===== config.mk =====
export PLATFORM = sky130hd
export DESIGN_NAME = mux4_rr_arbiter
export DESIGN_NICKNAME = d
export VERILOG_FILES = /design/src/rtl/mux4_arb_pkg.sv /design/src/rtl/rr_priority_picker.sv /design/src/rtl/mux4_rr_arbiter.sv
export SDC_FILE = /design/constraint.sdc
export NUM_CORES = 1
export LEC_CHECK = 0
export ABC_AREA = 1
export BUFFER_PORTS_ARGS = -buffer_cell sky130_fd_sc_hd__buf_2
export CORE_MARGIN = 3
export CORE_UTILIZATION = 52
export DETAILED_ROUTE_END_ITERATION = 10
export PLACE_DENSITY = 0.82
export SYNTH_ARGS = -nofsm -noshare
export SYNTH_HDL_FRONTEND = slang
export SYNTH_HIERARCHICAL = 1
export SYNTH_SLANG_ARGS = --single-unit

===== constraint.sdc =====
create_clock -name clk -period 2 [get_ports clk]
set_input_delay 0.1 -clock clk [delete_from_list [all_inputs] [get_ports clk]]
set_output_delay 0.1 -clock clk [all_outputs]
set_load 0.02 [all_outputs]

===== src/rtl/mux4_arb_pkg.sv =====
// Shared definitions for the 4-requester round-robin mux arbiter.
package mux4_arb_pkg;

  localparam int unsigned NUM_REQ = 4;
  localparam int unsigned IDX_W   = 2;

  typedef enum logic {
    IDLE = 1'b0,
    OWN  = 1'b1
  } arb_state_e;

  // Convert a requester index into its one-hot grant vector.
  function automatic logic [NUM_REQ-1:0] idx2onehot(input logic [IDX_W-1:0] idx);
    return NUM_REQ'(1) << idx;
  endfunction

endpackage


===== src/rtl/rr_priority_picker.sv =====
// Rotating-priority search: first masked request at or after ptr, wrapping mod 4.
module rr_priority_picker
  import mux4_arb_pkg::*;
(
  input  logic [NUM_REQ-1:0] req,
  input  logic [IDX_W-1:0]   ptr,
  input  logic [NUM_REQ-1:0] mask,
  output logic               found,
  output logic [IDX_W-1:0]   idx
);

  logic [NUM_REQ-1:0] w_cand;
  logic [IDX_W-1:0]   w_pos;

  assign w_cand = req & mask;

  // Walk from the farthest offset back to ptr so the nearest candidate wins.
  always_comb begin
    found = 1'b0;
    idx   = ptr;
    w_pos = ptr;
    for (int i = NUM_REQ - 1; i >= 0; i--) begin
      w_pos = ptr + IDX_W'(i);
      if (w_cand[w_pos]) begin
        found = 1'b1;
        idx   = w_pos;
      end
    end
  end

endmodule


===== src/rtl/mux4_rr_arbiter.sv =====
// Round-robin arbiter owning the select lines of a shared 4:1 mux.
// Optional owner-timeout preemption is compiled in with MUX4_ARB_TIMEOUT_EN.
module mux4_rr_arbiter
  import mux4_arb_pkg::*;
#(
  parameter int unsigned MAX_HOLD = 8,
  parameter int unsigned HOLD_W   = 4
) (
  input  logic               clk,
  input  logic               reset_n,
  input  logic [NUM_REQ-1:0] req,
  output logic [NUM_REQ-1:0] grant,
  output logic               grant_valid,
  output logic [IDX_W-1:0]   sel,
  output logic [IDX_W-1:0]   grant_idx_last
);

`ifdef MUX4_ARB_TIMEOUT_EN
  localparam bit TIMEOUT_EN = 1'b1;
`else
  localparam bit TIMEOUT_EN = 1'b0;
`endif

  localparam logic [HOLD_W-1:0] HOLD_LAST = HOLD_W'(MAX_HOLD - 1);

  arb_state_e          r_state;
  logic [IDX_W-1:0]    r_ptr;
  logic [HOLD_W-1:0]   r_hold_cnt;
  logic [NUM_REQ-1:0]  r_grant;
  logic                r_grant_valid;
  logic [IDX_W-1:0]    r_sel;
  logic [IDX_W-1:0]    r_last;

  arb_state_e          w_state_nxt;
  logic [IDX_W-1:0]    w_ptr_nxt;
  logic [HOLD_W-1:0]   w_hold_nxt;
  logic [NUM_REQ-1:0]  w_grant_nxt;
  logic                w_valid_nxt;
  logic [IDX_W-1:0]    w_sel_nxt;
  logic [IDX_W-1:0]    w_last_nxt;

  logic [NUM_REQ-1:0]  w_owner_oh;
  logic                w_owner_req;
  logic                w_others;
  logic                w_preempt;
  logic [NUM_REQ-1:0]  w_mask;
  logic [HOLD_W-1:0]   w_hold_inc;
  logic                w_found;
  logic [IDX_W-1:0]    w_idx;

  // While owning, sel always holds the owner index.
  assign w_owner_oh  = idx2onehot(r_sel);
  assign w_owner_req = req[r_sel];
  assign w_others    = |(req & ~w_owner_oh);
  assign w_preempt   = TIMEOUT_EN && (r_state == OWN) && (r_hold_cnt == HOLD_LAST) && w_others;
  assign w_mask      = w_preempt ? ~w_owner_oh : {NUM_REQ{1'b1}};
  assign w_hold_inc  = (r_hold_cnt == {HOLD_W{1'b1}}) ? r_hold_cnt : r_hold_cnt + HOLD_W'(1);

  rr_priority_picker u_picker (
    .req   (req),
    .ptr   (r_ptr),
    .mask  (w_mask),
    .found (w_found),
    .idx   (w_idx)
  );

  // Next-state and next-output decision.
  always_comb begin
    w_state_nxt = r_state;
    w_ptr_nxt   = r_ptr;
    w_hold_nxt  = r_hold_cnt;
    w_grant_nxt = r_grant;
    w_valid_nxt = r_grant_valid;
    w_sel_nxt   = r_sel;
    w_last_nxt  = r_last;

    unique case (r_state)
      IDLE: begin
        if (w_found) begin
          w_state_nxt = OWN;
          w_grant_nxt = idx2onehot(w_idx);
          w_valid_nxt = 1'b1;
          w_sel_nxt   = w_idx;
          w_last_nxt  = w_idx;
          w_ptr_nxt   = w_idx + IDX_W'(1);
          w_hold_nxt  = '0;
        end
      end
      OWN: begin
        if (w_owner_req && !w_preempt) begin
          w_hold_nxt = w_hold_inc;
        end else if (w_found) begin
          w_grant_nxt = idx2onehot(w_idx);
          w_valid_nxt = 1'b1;
          w_sel_nxt   = w_idx;
          w_last_nxt  = w_idx;
          w_ptr_nxt   = w_idx + IDX_W'(1);
          w_hold_nxt  = '0;
        end else begin
          w_state_nxt = IDLE;
          w_grant_nxt = '0;
          w_valid_nxt = 1'b0;
        end
      end
      default: begin
        w_state_nxt = IDLE;
        w_grant_nxt = '0;
        w_valid_nxt = 1'b0;
      end
    endcase
  end

  // State and output registers.
  always_ff @(posedge clk or negedge reset_n) begin
    if (!reset_n) begin
      r_state       <= IDLE;
      r_ptr         <= '0;
      r_hold_cnt    <= '0;
      r_grant       <= '0;
      r_grant_valid <= 1'b0;
      r_sel         <= '0;
      r_last        <= '0;
    end else begin
      r_state       <= w_state_nxt;
      r_ptr         <= w_ptr_nxt;
      r_hold_cnt    <= w_hold_nxt;
      r_grant       <= w_grant_nxt;
      r_grant_valid <= w_valid_nxt;
      r_sel         <= w_sel_nxt;
      r_last        <= w_last_nxt;
    end
  end

  assign grant          = r_grant;
  assign grant_valid    = r_grant_valid;
  assign sel            = r_sel;
  assign grant_idx_last = r_last;

endmodule


## Word-level counts from Yosys, hierarchy flattened

Cells that the tools add are included.

- Memory bits (read-only): 0
- Bits in latches: 0
- Memories: 0
- Input bits: 6
- RAM bits: 0
- Output and inout port bits: 9
- Flip-flop bits (word level): 12
- Logic and storage cells: 57

- Mux-type cells: 37
- Equality and inequality tests: 2
- Reductions and logical operators: 1
- Div/mod/pow operators: 0
- $lt $le $gt $ge: 5
- Shifts and indexed selects: 1
- $add $sub $neg: 4
- Bitwise logic cells: 1
- Multipliers: 0

Operator list:

| operator | number |
|---|---|
| $mux 2 | 10 |
| $lt 2x3->1 const B | 5 |
| $mux 1 | 13 |
| $mux 4 | 3 |
| $pmux 2 s2 | 3 |
| $bmux 1 s2 | 5 |
| $pmux 4 s2 | 1 |
| $add 2x1->2 const B | 2 |
| $add 2x2->2 const B | 2 |
| $pmux 1 s2 | 2 |
| $shl 1x2->4 const A | 1 |
| $ne 2x1->1 const B | 1 |
| $ne 2x2->1 const B | 1 |
| $reduce_and 2->1 | 1 |
| $not 1->1 | 1 |

## Logic depth before layout (Yosys ltp)

- Word-level depth: 11
- Depth in mapped cells: 15
- Gate-level depth less buffers: 14

## Hierarchy

The synthesis kept the hierarchy.

By module, submodules not included:

| module | area each (sq um) | seq. area each (sq um) | cells each | times used |
|---|---|---|---|---|
| mux4_rr_arbiter | 535.5 | 250.2 | 66 | 1 |
| rr_priority_picker | 214.0 | 0.0 | 46 | 1 |

## Worst setup path after synthesis

OpenSTA, ideal clock, no wires.

- Path kind: reg2reg
- Start: register r_ptr[0]
- End: register r_ptr[1]
- Period minus slack after synthesis: 1.733 ns
- Cell stages (with the launch flop): 12
- Setup slack: 0.267 ns
- Setup time: 0.117 ns
- Arrival: 1.616 ns
- Buffers on the path: 1
- Data required time: 1.883 ns
- Path through: dfrtp_1 > buf_6 > xor2_1 > nand2_1 > and2_4 > nand2_2 > nand3_1 > nand2_1 > inv_1 > ha_1 > nand3_1 > nand2_1

- Longest elaborated chain between the ends: 11
- Elaborated cells on any way between the ends: 23
- Classes of those cells: add/sub: 4; mux: 19

RTL lines:

| element | RTL line | source |
|---|---|---|
| start: declaration | mux4_rr_arbiter.sv:27 | `logic [IDX_W-1:0] r_ptr;` |
| start signal: assignment | mux4_rr_arbiter.sv:125 | `r_ptr <= w_ptr_nxt;` |
| $add 2x2->2 | rr_priority_picker.sv:23 | `w_pos = ptr + IDX_W'(i);` |
| $bmux 1 s2 | rr_priority_picker.sv:24 | `if (w_cand[w_pos]) begin` |
| $mux 1 (not written as such) | rr_priority_picker.sv:24 |  |
| $mux 2 (3 in series) | rr_priority_picker.sv:24 |  |
| $mux 2 (*) | rr_priority_picker.sv:24 |  |
| named net w_idx[0] | mux4_rr_arbiter.sv:49 | `logic [IDX_W-1:0] w_idx;` |
| $add 2x1->2 (*) | mux4_rr_arbiter.sv:85, mux4_rr_arbiter.sv:97 |  |
| $mux 2 (*) | mux4_rr_arbiter.sv:79, mux4_rr_arbiter.sv:92 |  |
| $mux 2 | mux4_rr_arbiter.sv:90 | `if (w_owner_req && !w_preempt) begin` |
| $pmux 2 s2 (*) | mux4_rr_arbiter.sv:77 | `unique case (r_state)` |

Mark *: on every way through the listed nets, which the timed path passes. The rest lies on a longest branch. The select of a mux whose other input is x is not followed.
A chain may end at the register's enable or synchronous reset.

## Worst setup path after layout

Same ends and word-level chain as after synthesis.

==> metrics <==
Setup Viol. Count Final=0; Post-Synth Simple-Gate Area=43.7%; r2r setup slk=0.16 ns; R2R Path Start=r_ptr[0]; pin count of the biggest net entering global routing=12; Crit. End Element=register; Clock transition at path regs=0.06 ns; critical path's top delay family=simple AND/OR/NAND/NOR gates; status=finished, final reports clean; met2 routed WL=767 um; area of the die=0.00193 sq mm; Finished Layout Cells=150; area share of fa/ha/maj cells after synthesis=6.68%; Max Cap Violations=0; die height=44.0 um; most frequent cells in the layout=nand2_1 (48), nand3_1 (21), buf_2 (14), inv_1 (10), dfrtp_1 (9); fin nets=147; clock tree buffer depth=2; CP required=2.14 ns; highest metal used=met4; worst-path cell chain=buf_6, nand2_1, nand3_1, nand2_1, inv_1, nand2_1, nand2_2, nand2_1, nand2_1, nand2_1, inv_1, ha_1, nand3_1, nand2_1; CTS tree=done; Post-DP HPWL=1.15 mm; highest clock rate=543 MHz; Startpoint Class=register; Seq cells post-synth=10; Via density=5.02; Starting Density=56.2%; Netlist cell types=19; Largest stage delay, worst path=0.47 ns; Row Count=13; Clock Sink Count=10; Placer Congestion=0.826; mux cell area share after synthesis=0%; Final ANT Viol Nets=0; final setup TNS=0 ns; initial DRC count=22; XOR/XNOR share of the synthesized area=2.34%; Mapped Cells=112; post-synthesis sequential area ratio=33.4%; min cycle time layout=1.84 ns; commonest non-fill, non-tap cell in the layout=nand2_1; dpl cells=144; H-tree depth=1; vias after detailed routing=753; Routed WL=1.60 mm; compound-cell area share of the yosys netlist=1.34%; synth warn=6; first-pass GRT wire length=2.57 mm; Mapped Area=749 sq um; Reg2Reg Depth=14; core area=0.00133 sq mm; Worst EP arrival=1.98 ns; antenna violations before repair=0; period utilization=92.0%; number of fill cells=127; Post-Place Setup Slack=0.0869 ns; fin util=66.8%; DR WL/cell=10.7 um; # diodes=0; Crit Reg-Reg Endpoint=r_ptr[1]; worst setup path category=register to register; first-pass detailed-route iteration total=6; wl on met1=721 um; DR WL met3=104 um; Clock Skew=0.00539 ns; vias in the first global route=617; IO Pins=15; number of buffers created by CTS=3; HP Class=input pin to asynchronous set/reset pin; Buffers on Ports=14; largest family of logic cells by synthesized area=simple AND/OR/NAND/NOR gates; area growth from synthesis to layout=18.9%; Crit-path slowest cell=dfrtp_2; Final Max Tran Viols=0; CP dominant cell by count=nand2_1; gr ovfl total=0; crit-path max FO=7; Die Width=44.0 um; Avg Inst Size Synth=6.69 sq um; Skew-Pair Late Insertion Delay=0.26 ns; Post-route DRC=0; Total Routing Usage GR=17.8%; layout cells sized above 1=23.0%; Final Hold Vio Count=0; Clock Root Buffer=clkbuf_4; WP buf/inv=3; setup ws final=0.160 ns
==> kinds of logic after synthesis <==
kind of cell    count (synthesis)
simple gates                   75
buf+inv                        18
flops                          10
fa+ha+maj                       4
compound gates                  2
xor+xnor                        2
other cells                     1
==> state kept, by name (all words and copies together), names as in the netlist <==
register,flops
r_state,1
r_ptr,2
grant_valid,1
grant,4
sel,2
==> cell usage after synthesis <==
cell / count / area, sq um
inv_1: 10 / 37.5
inv_2: 3 / 11.3
buf_6: 2 / 22.5
xor2_1: 1 / 8.76
dfrtp_1: 10 / 250
clkbuf_1: 1 / 3.75
nand2_2: 2 / 12.5
o21ai_0: 1 / 5.00
nand2_4: 1 / 11.3
ha_1: 4 / 50.1
conb_1: 1 / 3.75
o21ai_1: 1 / 5.00
nand2_1: 48 / 180
or2_2: 1 / 6.26
and2_4: 1 / 8.76
buf_4: 2 / 15.0
xnor2_1: 1 / 8.76
nor2_1: 1 / 3.75
nand3_1: 21 / 105
==> worst reg2reg max path, cell delays in order (launching register included) <==
cell and delay, ns:
dfrtp_2 0.47, buf_6 0.16, nand2_1 0.08, nand3_1 0.10
nand2_1 0.10, inv_1 0.05, nand2_1 0.06, nand2_2 0.05
nand2_1 0.06, nand2_1 0.05, nand2_1 0.07, inv_1 0.07
ha_1 0.29, nand3_1 0.08, nand2_1 0.06
==> layer usage <==
layer / track usage [%] / vias to the layer above
li1: - / 388
met2: 27.0 / 26
met3: 5.39 / 3
met5: 0 / -
met4: 5.42 / 0
met1: 24.2 / 336
==> layout make-up <==
type                       instances  area (sq um)  area share [%]
tap                               15          18.8            2.11
sequential                        10           251            28.2
multi-input combinational         90           435            48.9
inverter                          13          48.8            5.48
clock buffer                       3          22.5            2.53
timing repair buffer              19           114            12.8
==> what timing repair did <==
| action | in CTS | in global routing |
|---|---|---|
| endpoints found under the hold margin | 10 | 0 |
| hold buffers | 1 | 0 |
| resized for setup | 0 | 5 |
| endpoints found under the setup margin | 0 | 5 |
| setup buffers | 0 | 2 |
==> worst max path at each step <==
stage	startpoint	endpoint	slack, ns	depth (start not counted)
2_1_floorplan	r_ptr[0]	r_ptr[1]	0.27	11
3_3_place_gp	r_ptr[0]	r_ptr[1]	0.17	13
3_5_place_dp	r_ptr[0]	r_ptr[1]	0.09	13
4_1_cts	r_ptr[0]	r_ptr[1]	0.07	13
5_1_grt	r_ptr[0]	r_ptr[1]	-0.004	14
6_report	r_ptr[0]	r_ptr[1]	0.16	14
==> through the flow <==
stage / area (sq um) / hold WS [ns]
5_1_grt: 891 / 0.218
3_5_place_dp: 835 / -0.0347
2_1_floorplan: 772 / -0.196
4_1_cts: 867 / 0.225
3_3_place_gp: 835 / -0.0343
6_report: 891 / 0.216
Power is left out: the tool's default activity adds up to more than one toggle a clock period on the data nets, which glitch-free logic cannot reach.
